===== config.mk =====
export PLATFORM = sky130hd
export DESIGN_NAME = destruct_sequencer
export DESIGN_NICKNAME = d
export VERILOG_FILES = /design/src/rtl/destruct_sequencer.sv
export SDC_FILE = /design/constraint.sdc
export NUM_CORES = 1
export LEC_CHECK = 0
export CAP_MARGIN = 10
export CORE_MARGIN = 3
export CORE_UTILIZATION = 55
export CTS_CLUSTER_SIZE = 12
export DETAILED_ROUTE_END_ITERATION = 7
export MAX_ROUTING_LAYER = met4
export PLACE_DENSITY = 0.83
export SLEW_MARGIN = 25
export SYNTH_ARGS = -nofsm -noshare
export SYNTH_HDL_FRONTEND = slang
export SYNTH_SLANG_ARGS = --single-unit

===== constraint.sdc =====
create_clock -name clk -period 5.46 [get_ports clk]
set_input_delay 0.819 -clock clk [delete_from_list [all_inputs] [get_ports clk]]
set_output_delay 0.819 -clock clk [all_outputs]
set_load 0.02 [all_outputs]

===== src/rtl/destruct_sequencer.sv =====
// destruct_sequencer: tick-driven arm/countdown/hold/detonate FSM feeding the LED driver.
// Optional HOLD_BLINK_EN: blink the frozen seconds count on the LEDs while in HOLD.
module destruct_sequencer #(
    parameter int TICKS_PER_SEC = 100,
    parameter int COUNT_SECS    = 10,
    parameter int ARM_TICKS     = 30,
    parameter int HOLD_TICKS    = 200
) (
    input  logic       clk,
    input  logic       reset,
    input  logic       tick,
    input  logic       in_combat,
    input  logic       critical,
    output logic [3:0] leds,
    output logic [2:0] state,
    output logic       counting,
    output logic       detonate
);
    localparam int SW = $clog2(TICKS_PER_SEC);
    localparam int AW = $clog2(ARM_TICKS + 1);
    localparam int HW = $clog2(HOLD_TICKS + 1);
    localparam logic [SW-1:0] SUB_LAST  = SW'(TICKS_PER_SEC - 1);
    localparam logic [3:0]    SEC_LAST  = 4'(COUNT_SECS - 1);
    localparam logic [AW-1:0] ARM_LAST  = AW'(ARM_TICKS - 1);
    localparam logic [HW-1:0] HOLD_LAST = HW'(HOLD_TICKS - 1);

    typedef enum logic [2:0] {
        IDLE      = 3'd0,
        ARMING    = 3'd1,
        COUNTDOWN = 3'd2,
        HOLD      = 3'd3,
        DETONATED = 3'd4
    } state_t;

    state_t        state_q, state_d;
    logic [AW-1:0] arm_q, arm_d;
    logic [SW-1:0] sub_q, sub_d;
    logic [3:0]    sec_q, sec_d;
    logic [HW-1:0] hold_q, hold_d;
    logic [3:0]    leds_q, leds_d;
    logic          counting_q, detonate_q;
`ifdef HOLD_BLINK_EN
    localparam logic [4:0] BLINK_LAST = 5'd24;
    logic [4:0] blink_q, blink_d;
    logic       show_q, show_d;
`endif

    always_comb begin
        state_d = state_q;
        arm_d   = arm_q;
        sub_d   = sub_q;
        sec_d   = sec_q;
        hold_d  = hold_q;
        case (state_q)
            IDLE: begin
                if (critical) state_d = ARMING;
            end
            ARMING: begin
                if (!critical) begin
                    state_d = IDLE;
                end else if (tick) begin
                    arm_d = arm_q + 1'b1;
                    if (arm_q == ARM_LAST) begin
                        state_d = COUNTDOWN;
                        sub_d   = '0;
                        sec_d   = '0;
                    end
                end
            end
            COUNTDOWN: begin
                // The final increment beats a simultaneous drop of critical
                if (tick && sub_q == SUB_LAST && sec_q == SEC_LAST) begin
                    state_d = DETONATED;
                    sub_d   = '0;
                    sec_d   = sec_q + 1'b1;
                end else if (!critical) begin
                    state_d = HOLD;
                    hold_d  = '0;
                end else if (tick) begin
                    sub_d = (sub_q == SUB_LAST) ? '0 : sub_q + 1'b1;
                    sec_d = (sub_q == SUB_LAST) ? sec_q + 1'b1 : sec_q;
                end
            end
            HOLD: begin
                if (critical) begin
                    state_d = COUNTDOWN;
                end else if (tick) begin
                    hold_d = hold_q + 1'b1;
                    if (hold_q == HOLD_LAST) state_d = IDLE;
                end
            end
            DETONATED: state_d = DETONATED;
            default:   state_d = IDLE;
        endcase
        if (!in_combat && state_q != DETONATED) state_d = IDLE;
        // Every path into IDLE starts the next attempt from scratch
        if (state_d == IDLE) begin
            arm_d  = '0;
            sub_d  = '0;
            sec_d  = '0;
            hold_d = '0;
        end
        leds_d = (state_d == DETONATED) ? 4'hF :
                 (state_d == COUNTDOWN || state_d == HOLD) ? sec_d : 4'h0;
`ifdef HOLD_BLINK_EN
        blink_d = blink_q;
        show_d  = show_q;
        if (state_d == HOLD && state_q != HOLD) begin
            blink_d = '0;
            show_d  = 1'b1;
        end else if (state_q == HOLD && tick) begin
            blink_d = (blink_q == BLINK_LAST) ? '0 : blink_q + 1'b1;
            show_d  = (blink_q == BLINK_LAST) ? !show_q : show_q;
        end
        if (state_d == HOLD && !show_d) leds_d = 4'h0;
`endif
    end

    always_ff @(posedge clk or posedge reset) begin
        if (reset) begin
            state_q    <= IDLE;
            arm_q      <= '0;
            sub_q      <= '0;
            sec_q      <= '0;
            hold_q     <= '0;
            leds_q     <= '0;
            counting_q <= 1'b0;
            detonate_q <= 1'b0;
`ifdef HOLD_BLINK_EN
            blink_q    <= '0;
            show_q     <= 1'b1;
`endif
        end else begin
            state_q    <= state_d;
            arm_q      <= arm_d;
            sub_q      <= sub_d;
            sec_q      <= sec_d;
            hold_q     <= hold_d;
            leds_q     <= leds_d;
            counting_q <= (state_d == COUNTDOWN);
            detonate_q <= (state_d == DETONATED);
`ifdef HOLD_BLINK_EN
            blink_q    <= blink_d;
            show_q     <= show_d;
`endif
        end
    end

    assign state    = state_q;
    assign leds     = leds_q;
    assign counting = counting_q;
    assign detonate = detonate_q;
endmodule


* After elaboration in Yosys (flattened, before gate mapping)
Index checks and enable logic that the tools add are counted. W data, S select, Z words.
Operators by class: equality and inequality tests 21, reductions and logical operators 15, add/subtract/negate cells 4, multiplexer cells 41
Operator list (number):
- $mux W7 | 8
- $mux W4 | 10
- $mux W8 | 5
- $mux W3 | 10
- $ne A3 B3 Y1 const B | 8
- $mux W5 | 4
- $pmux W8 S2 | 1
- $pmux W3 S5 | 1
- $pmux W7 S2 | 1
- $eq A3 B2 Y1 const B | 4
- $add A8 B1 Y8 const B | 1
- $eq A8 B8 Y1 const B | 1
- $ne A4 B4 Y1 const B | 2
- $pmux W4 S2 | 1
- $add A7 B1 Y7 const B | 1
- $eq A7 B7 Y1 const B | 1
- $eq A3 B3 Y1 const B | 2
- $logic_not A3 Y1 | 2
- $reduce_and A6 Y1 | 1
- $reduce_bool A2 Y1 | 3
- $reduce_bool A3 Y1 | 2
- $add A5 B1 Y5 const B | 1
- $eq A5 B5 Y1 const B | 1
- $reduce_and A5 Y1 | 1
- 7 further kinds | 9
Word-level totals: register bits 33, logic and storage cells 89, input port bits 5, output and inout port bits 9

* Logic depth before layout (Yosys ltp)
Gate-level depths: netlist of run 1.
depth after elaboration 10, mapped depth 8

* Least setup slack after synthesis of run 1
No wires, ideal clock.
path kind input -> register, start point input port tick, end point register sub_q[0], data arrival time 2.205 ns, stages on the path 7, buffers on the path 2, library setup time 0.143 ns, slack 3.112 ns, cells stage by stage clkbuf_1 -> nand4_1 -> o211ai_2 -> a21oi_2 -> o41ai_4 -> buf_6 -> a22oi_1
Between the ends: cells in the longest elaborated chain, start to end 8, elaborated cells on any way between the ends 20, those cells by class eq/ne: 5; mux: 10; reduce/logical: 5
RTL lines:
- start: declaration | RTL line 11 | input logic tick,
- $logic_and A1 B1 Y1 (2 in a row) | RTL line 72 | if (tick && sub_q == SUB_LAST && sec_q == SEC_LAST) begin
- $mux W3 | RTL line 72
- $pmux W3 S5 | RTL line 54 | case (state_q)
- $mux W3 | RTL line 95 | if (!in_combat && state_q != DETONATED) state_d = IDLE;
- $logic_not A3 Y1 | RTL line 97 | if (state_d == IDLE) begin
- $ne A4 B4 Y1 (no line), or another cell as far along
- $reduce_and A6 Y1 (no line)
- end signal: assignment | RTL line 136 | sub_q <= sub_d;
- end: declaration | RTL line 37 | logic [SW-1:0] sub_q, sub_d;
Several ways; a longest one is shown, not always the timed one. A chain may end at the register's enable or synchronous reset.

* Final worst setup path of run 1
start point input port critical, end point register sub_q[4]
Between the ends: cells in the longest elaborated chain, start to end 7, elaborated cells on any way between the ends 16, those cells by class eq/ne: 5; mux: 8; reduce/logical: 3
RTL lines:
- start: declaration | RTL line 13 | input logic critical,
- $mux W3 | RTL line 76 | end else if (!critical) begin
- $mux W3 | RTL line 72
- $pmux W3 S5 | RTL line 54
- $mux W3 | RTL line 95
- $logic_not A3 Y1 | RTL line 97
- $ne A4 B4 Y1 (no line), or another cell as far along
- $reduce_and A6 Y1 (no line)
Several ways; a longest one is shown, not always the timed one.

==> metrics, run 1 <==
outcome finished clean; Max-slew headroom 54.8%; CTS tree done; via count 1647; Rows 21; crit share post-route 54.2%; Slew @ Worst Pin 0.671 ns; Vias/cell 6.06; Final #Nets 236; # fillers 283; placed insts 264; kind of critical path in2reg; Placer Congestion 0.845; Power Density 196 mW/mm^2; Post-route DRC 0; Post-CTS Hold Buffers 0; max_cap viols 0; Mapped Cells 215; DRT antenna net count 0; final WL 4260 um; slowest stage cell, crit path o41ai_4; RSZ-0062 raised after global routing false; clk sinks 33; drt pass-1 iters 4; EDFF count, synth 0; Layout area overhead 10.9%; Initial Util 58.6%; largest net degree at the start of global routing 34; Max Slew Vio Count 0; CTS Buffer Depth 2; Distinct cells, synth 49; Initial DRC Count 91; Non-Filler Instances 272; diodes inserted 0; register area share after synthesis 41.2%; IO Pins 14; synthesis-stage register bit count 33; Leakage Power 0.956 nW; Port Buffers 13; final setup fails 0; DIE AREA 0.00440 mm^2; Final Hold Fails 0; ys async rst share 100%; CP Cell Sequence clkdlybuf4s50_1 > nor2b_1 > and3_1 > o2bb2ai_1 > o41ai_4 > buf_4 > a22oi_1; Net Count, Synth 226; worst skew pair latency 0.34 ns; CTS clk-pin slew, worst paths 0.11 ns; post-layout min period 2.96 ns; H-tree depth 2; DR WL/cell 15.7 um; CTS resizes 0; fmax 0.338 GHz; die width 66.4 um; Synth area leaders dfrtp_1, a21oi_1, o21ai_0; Die Y 66.4 um; Final HPWL DP 2980 um; initial antenna violation count 0; Worst EP required 5.65 ns; Critical Path End Type flop; setup bufs post-CTS 0; cts bufs inserted 5; root buf cell clkbuf_4; CORE AREA 0.00342 mm^2; remaining global-route overflow 0; Mapped Avg Cell Area 9.32 um^2; YS warnings 0; first-pass GRT wire length 7160 um; Synth top area share 41.2%; crit start category input pin; slowest stage delay, CP 0.61 ns; Total GRT Usage 21.9%; vias in the first global route 1549; setup TNS 0 ns; Netlist Area Pre-Place 0.00200 mm^2; CP Max Fanout 14; skew final 0.0130 ns; Yosys top cell by area dfrtp_1; CP arrival 3.15 ns; layout cell share with drive strength beyond 1 11.1%; Primary FF master, synth dfrtp_1; Peak VDD IR 0.158 mV; hold crit path type reg2reg
==> state kept, by name, summed over array words and instances (netlist names) <==
| signal | cells |
|---|---|
| hold_q | 8 |
| sub_q | 7 |
| arm_q | 5 |
| leds | 4 |
| sec_q | 4 |
| state | 3 |
| counting | 1 |
| detonate | 1 |
==> power by group <==
group	leakage, nW	internal [W]	switching [W]
Combinational	0.454	0.0000104	0.0000178
Sequential	0.460	0.000245	0.00000253
Clock	0.0413	0.0000746	0.0000861
==> cell usage in the layout, fill, tap and decap left out, drive strengths merged, types with 2 or more instances in the layout <==
master         netlist  routed
a22oi                8       8
nand2                9       9
clkdlybuf4s50        0      13
o221ai               2       2
buf                  6       3
or4b                 3       3
xor2                 3       3
a21oi               19      19
or3                  5       5
o22ai                6       6
nand2b               3       3
o211ai               2       2
nor3                 5       5
nand3                7       7
ha                   6       6
and3b                3       3
a31o                 2       2
nor3b                2       2
a21o                 3       3
nor2                12      12
and3                 8       8
inv                 11      11
nand4                4       4
clkbuf               7       7
nor2b               10      10
a221oi               2       2
o21ai               18      18
or4                  2       2
dfrtp               33      33
==> metrics by stage <==
stage               utilization (%)  cell area (um^2)  power, W  setup slack (ns)  hold WS, ns
finish                         65.1              2220  0.000437              2.50        0.561
global route                   65.1              2220  0.000451              2.35        0.594
CTS                            65.1              2220  0.000438              2.49        0.563
detailed placement             63.0              2150  0.000281              2.15        0.549
global placement               63.0              2150  0.000280              2.24        0.545
floorplan                         -              2000  0.000273              3.11        0.518
==> worst paths after layout <==
kind | from | end | slack [ns] | depth (start not counted)
setup / recovery | critical | sub_q[4]$_DFFE_PP0P_ | 2.50 | 7
hold / removal | sub_q[1]$_DFFE_PP0P_ | sub_q[1]$_DFFE_PP0P_ | 0.56 | 2
setup reg to reg | hold_q[3]$_DFFE_PP0P_ | sub_q[4]$_DFFE_PP0P_ | 2.89 | 6
hold reg to reg | sub_q[1]$_DFFE_PP0P_ | sub_q[1]$_DFFE_PP0P_ | 0.56 | 2
min in group asynchronous | reset | arm_q[3]$_DFFE_PP0P_ | 0.85 | 3
max in group asynchronous | reset | sub_q[0]$_DFFE_PP0P_ | 4.31 | 3
==> worst max-delay path: cells and delay by family <==
family	cells	cell delay, ns
buffers and inverters	2	0.86
AO/OA/AOI/OAI	3	0.91
AND/OR/NAND/NOR	2	0.54
==> routing by layer <==
metal  vias to the layer above  global-route usage, %  wire length [um]
met4                         0                   7.11                85
met5                         -                      -                 0
li1                        822                      -                 -
met3                         8                   5.27               167
met2                        34                   33.3              1960
met1                       783                   28.8              2050
==> synthesized netlist by cell type (all sizes together), types with 2 or more instances <==
master,number
o22ai,6
inv,11
a31o,2
nor3,5
ha,6
a21o,3
nor3b,2
or4b,3
or3,5
a221oi,2
nor2,12
o221ai,2
dfrtp,33
nand3,7
and3,8
nand2b,3
clkbuf,7
nand2,9
o211ai,2
o21ai,18
xor2,3
a22oi,8
a21oi,19
nand4,4
buf,6
nor2b,10
or4,2
and3b,3
==> cell families after synthesis <==
family / after synthesis / synth area share [%]
buffers and inverters: 24 / 5.50
DFF: 33 / 41.2
and+or+nand+nor: 77 / 23.2
xor gates and xnor gates: 4 / 1.75
muxes: 1 / 0.500
adders and majority gates: 6 / 3.75
AOI/OAI and AO/OA: 70 / 24.1
==> layout make-up <==
| class | instances | area, um^2 | area share (%) |
|---|---|---|---|
| multi-input combinational | 158 | 1070 | 48.4 |
| sequential | 33 | 826 | 37.2 |
| timing repair buffer | 16 | 153 | 6.87 |
| clock buffer | 7 | 65.1 | 2.93 |
| tap | 46 | 57.6 | 2.59 |
| inverter | 11 | 41.3 | 1.86 |
| clock inverter | 1 | 5.00 | 0.225 |
(Power assumes the default switching activity.)
==> inputs of run 2 (changes only) <==
- CORE_UTILIZATION: 55 -> 53
- PLACE_DENSITY: 0.83 -> 0.84
- clock period: 5.46 -> 2.4 ns (I/O delays scaled with it)
==> run 2 against run 1 <==
Utilization grew 2.3 points. Clock skew shrank 0.0083 ns. Sequential power grew 130%. Sequential share of layout area shrank 2.1 points. Via count grew 4.7%. First-iteration DRC count grew 68%. Worst hold slack lost 0.089 ns. Cell area grew 6.0%. Register-to-register slack lost 2.7 ns. Power grew 140%. Non-clock buffer count grew 16. Final cell count grew 5.9%. Critical path type unchanged.
==> metrics, run 2 (same netlist as run 1, synthesis figures left out) <==
Port Buffers 13 (unchanged); vias in the first global route 1629 (+5.2%); RSZ-0062 raised after global routing false; met3 WL 220 um (+32%); CORE AREA 0.00349 mm^2 (+2.3%); DRT met1 WL 2040 um (-0.20%); biggest regs hold_q x8, sub_q x7, arm_q x5; Final #Nets 252 (+6.8%); crit start category input pin; max_cap viols 0 (unchanged); Max-slew headroom 72.3% (+18 points); Final Hold Fails 0 (unchanged); Total GRT Usage 22.7% (+0.83 points); die width 67.5 um (+1.7%); Most flops, register hold_q; routed wl met2 1910 um (-3.0%); Initial DRC Count 153 (+68%); cts bufs inserted 5 (unchanged); initial antenna violation count 0 (unchanged); fmax 0.445 GHz; CP Cell Sequence clkdlybuf4s50_1 > nor2b_1 > and3_1 > o221ai_2 > or4b_2 > a22oi_1; via count 1725 (+4.7%); IO Pins 14 (unchanged); final setup fails 0 (unchanged); cell area after layout 0.00235 mm^2 (+6.0%); Critical Path End Type flop; DIE AREA 0.00455 mm^2 (+3.4%); H-tree depth 2 (unchanged); CTS Buffer Depth 2 (unchanged); final WL 4260 um (about the same); remaining global-route overflow 0 (unchanged); CP Max Fanout 9 (-5); diodes inserted 0 (unchanged); Final HPWL DP 3070 um (+3.1%); Initial Util 57.3% (-1.3 points); skew final 0.00467 ns (-0.00832 ns); Worst EP required 2.60 ns (-3.05 ns); DRT antenna net count 0 (unchanged); Peak VDD IR 0.338 mV (+110%); Die Y 67.5 um (+1.7%); CTS clk-pin slew, worst paths 0.07 ns (-0.04 ns); Layout area overhead 17.6%; Power Density 443 mW/mm^2 (+130%); crit share post-route 93.5%; Non-Filler Instances 288 (+5.9%); Leakage Power 1.04 nW (+8.4%); slowest stage delay, CP 0.63 ns (+0.02 ns); root buf cell clkbuf_8; layout cell share with drive strength beyond 1 16.5% (+5.5 points); outcome finished clean; worst skew pair latency 0.29 ns (-0.05 ns); max FFs per register 8 (unchanged); Vias/cell 5.99 (-1.1%); CTS tree done; post-layout min period 2.25 ns; Top Layer Used met4; Placer Congestion 1.00 (+19%); commonest non-fill, non-tap cell in the layout dfrtp_1; Post-CTS Hold Buffers 0 (unchanged); hold slack final 0.472 ns (-0.0893 ns); Post-route DRC 0 (unchanged); Slew @ Worst Pin 0.410 ns (-0.261 ns); Post-DP Area 0.00227 mm^2 (+5.6%); setup bufs post-CTS 0 (unchanged); CP arrival 2.45 ns (-0.70 ns); Max Slew Vio Count 0 (unchanged); drt pass-1 iters 4 (unchanged); placed insts 280 (+6.1%); Rows 21 (unchanged); CTS resizes 0 (unchanged); first-pass GRT wire length 7490 um (+4.6%); largest net degree at the start of global routing 34 (unchanged); DR WL/cell 14.8 um (-5.6%); kind of critical path in2reg; most frequent cells in the layout dfrtp_1, buf_4, o21ai_0, a21oi_1, clkdlybuf4s50_1; slowest stage cell, crit path or4b_2; clk sinks 33 (unchanged); hold crit path type in2async
run 2: changes by cell type in the layout (fill, tap and decap cells not counted), sizes merged:
cell    change
buf        +16
clkbuf      -1
clkinv      +1
run 2: report_power, final:
part,switching [W],internal (W)
logic,0.0000478,0.0000350
clock network,0.000199,0.000201
registers,0.00000241,0.000558
run 2: path summary, 6_finish.rpt:
check	startpoint	end	slack, ns	cells after the start
max	critical	sub_q[2]$_DFFE_PP0P_	0.15	6
min	reset	arm_q[2]$_DFFE_PP0P_	0.47	3
max reg2reg	sub_q[0]$_DFFE_PP0P_	sub_q[2]$_DFFE_PP0P_	0.20	6
min reg2reg	sub_q[1]$_DFFE_PP0P_	sub_q[1]$_DFFE_PP0P_	0.56	2
max in group asynchronous	reset	sec_q[1]$_DFF_PP0_	1.64	3
min in group clk	sub_q[1]$_DFFE_PP0P_	sub_q[1]$_DFFE_PP0P_	0.56	2
run 2: critical path, delay by kind of cell:
kind                   cells  cell delay, ns
AOI/OAI and AO/OA          2            0.35
buffers and inverters      1            0.59
and+or+nand+nor            3            1.14
run 2: metrics by stage:
| stage | total power, W | util (%) | setup slack [ns] | TNS [ns] |
|---|---|---|---|---|
| after floorplan | 0.000620 | - | 0.307 | 0 |
| after global placement | 0.000652 | 65.0 | -0.00824 | -0.00824 |
| after detailed placement | 0.000653 | 65.0 | -0.115 | -0.198 |
| after CTS | 0.00105 | 67.4 | 0.158 | 0 |
| after global routing | 0.00109 | 67.4 | 0.0158 | 0 |
| final | 0.00104 | 67.4 | 0.155 | 0 |
run 2: area by class of cell:
| cell class | count | area [um^2] |
|---|---|---|
| clock inverter | 2 | 10.0 |
| timing repair buffer | 32 | 273 |
| fill | 276 | 1140 |
| multi-input combinational | 158 | 1070 |
| sequential | 33 | 826 |
| inverter | 11 | 41.3 |
| tap | 46 | 57.6 |
| clock buffer | 6 | 72.6 |
run 2: per-layer routing:
layer  track usage (%)  up-vias
met2              30.4       49
met3              5.66        8
met5                 -        -
met4              10.9        0
met1              32.0      819
li1                  -      849
==> inputs of run 3 (changes only) <==
- CORE_UTILIZATION: 53 -> 25
- PLACE_DENSITY: 0.84 -> 0.5
==> run 3 against run 2 <==
Non-clock buffer count did not move. Via count shrank 0.23%. Worst setup slack better by 0.044 ns. Power grew 1.4%. Register-to-register slack is essentially flat. Largest power group unchanged. Highest routed layer unchanged.
==> metrics, run 3 (same netlist as run 1, synthesis figures left out) <==
CTS Buffer Depth 2 (unchanged); via count 1721 (-0.23%); RSZ-0062 raised after global routing false; Max-slew headroom 70.4% (-1.9 points); Total GRT Usage 11.8% (-11 points); max_cap viols 0 (unchanged); layout cell share with drive strength beyond 1 16.5% (unchanged); Port Buffers 13 (unchanged); fmax 0.454 GHz (+2.0%); Non-Filler Instances 344 (+19%); Max Slew Vio Count 0 (unchanged); worst r2r dst sub_q[2]$_DFFE_PP0P_; Die Y 95.5 um (+42%); Placer Congestion 0.780 (-22%); root buf cell clkbuf_8; DIE AREA 0.00912 mm^2 (+100%); commonest non-fill, non-tap cell in the layout dfrtp_1; crit start category flop; setup TNS 0 ns (unchanged); Post-DP Area 0.00238 mm^2 (+4.7%); IO Pins 14 (unchanged); Final Hold Fails 0 (unchanged); Layout area overhead 23.5%; Most flops, register hold_q; outcome finished clean; Final HPWL DP 3320 um (+8.0%); largest net degree at the start of global routing 34 (unchanged); die width 95.5 um (+42%); biggest regs hold_q x8, sub_q x7, arm_q x5; initial antenna violation count 0 (unchanged); r2r setup slk 0.20 ns (about the same); Initial DRC Count 78 (-49%); first-pass GRT wire length 8140 um (+8.7%); Slew @ Worst Pin 0.444 ns (+0.0338 ns); Post-CTS Hold Buffers 0 (unchanged); Post-route DRC 0 (unchanged); diodes inserted 0 (unchanged); Reg2Reg Depth 7 (+1); crit share post-route 91.7% (-1.8 points); cell area after layout 0.00247 mm^2 (+5.0%); CP arrival 2.40 ns (-0.05 ns); Initial Util 25.8% (-32 points); post-layout min period 2.20 ns (-0.0442 ns); H-tree depth 2 (unchanged); drt pass-1 iters 4 (unchanged); CP Max Fanout 10 (+1); Power Density 428 mW/mm^2 (-3.4%); Leakage Power 1.05 nW (+1.8%); cts bufs inserted 5 (unchanged); placed insts 336 (+20%); kind of critical path reg2reg; Critical Path End Type flop; worst skew pair latency 0.28 ns (about the same); DRT antenna net count 0 (unchanged); clk sinks 33 (unchanged); final WL 4750 um (+11%); skew final 0.00562 ns (+0.000949 ns); vias in the first global route 1656 (+1.7%); # fillers 824 (+200%); DR WL/cell 13.8 um (-6.7%); Final #Nets 252 (unchanged); final setup fails 0 (unchanged); Peak VDD IR 0.316 mV (-6.5%); CORE AREA 0.00777 mm^2 (+120%); CTS tree done; Vias/cell 5.00 (-16%); hold crit path type in2async; max FFs per register 8 (unchanged); Util after Layout 31.8% (-36 points); Design Power 0.00106 W (+1.4%); Rows 32 (+52%); Worst EP required 2.60 ns (about the same); remaining global-route overflow 0 (unchanged); CTS clk-pin slew, worst paths 0.07 ns (about the same); most frequent cells in the layout dfrtp_1, o21ai_0, a21oi_1, buf_4, clkdlybuf4s50_1; reg2reg start sec_q[1]$_DFF_PP0_
## run 3: cell count changes in the layout (fill, tap and decap cells not counted)
| cell | change |
|---|---|
| o221ai_4 | +1 |
| o221ai_2 | -1 |
| buf_12 | +3 |
| buf_4 | -3 |
## run 3: through the flow
step                      hold WS [ns]  setup slack (ns)
after floorplan                  0.489             0.307
after global placement           0.536            0.0262
after detailed placement         0.545           -0.0114
after CTS                        0.494             0.171
after global routing             0.524            0.0218
final                            0.476             0.199
## run 3: cell type report
| type | count | area, um^2 | share of cell area, % |
|---|---|---|---|
| Tap cell | 102 | 128 | 5.16 |
| Clock inverter | 2 | 10.0 | 0.405 |
| Multi-Input combinational cell | 158 | 1090 | 43.9 |
| Timing Repair Buffer | 32 | 310 | 12.5 |
| Sequential cell | 33 | 826 | 33.4 |
| Inverter | 11 | 41.3 | 1.67 |
| Clock buffer | 6 | 72.6 | 2.93 |
## run 3: metal layers
metal / routed length, um / share of wire, % / GRT usage [%]
met1: 2480 / 52 / 16.3
met2: 2100 / 44 / 17.1
met3: 124 / 2.6 / 2.29
met4: 49 / 1.0 / 4.27
met5: 0 / 0 / -
## run 3: timing repair
action | CTS | global route
endpoints found under the setup margin | 0 | 1
gates resized for setup | 0 | 1
setup buffers | 0 | 0
## run 3: worst max-delay path by stage
stage | depth (start not counted) | from | to
2_1_floorplan | 7 | state[0]$_DFF_PP0_ | sub_q[0]$_DFFE_PP0P_
3_3_place_gp | 6 | critical | sub_q[2]$_DFFE_PP0P_
3_5_place_dp | 6 | critical | sub_q[2]$_DFFE_PP0P_
4_1_cts | 7 | sec_q[1]$_DFF_PP0_ | sub_q[2]$_DFFE_PP0P_
5_1_grt | 7 | sec_q[1]$_DFF_PP0_ | sub_q[2]$_DFFE_PP0P_
6_report | 7 | sec_q[1]$_DFF_PP0_ | sub_q[2]$_DFFE_PP0P_
## run 3: critical path, cell delays in order, from the launching register on
cell and delay [ns]:
dfrtp_1 0.41, inv_1 0.09, ha_1 0.14, and3b_1 0.20
and3_2 0.29, o221ai_4 0.19, or4b_2 0.63, a22oi_1 0.18
## run 3: power by group
part	total [W]	internal, W	switching [W]
combinational	0.0000903	0.0000406	0.0000497
clock	0.000406	0.000201	0.000205
sequential	0.000562	0.000558	0.00000369
total	0.00106	0.000799	0.000259
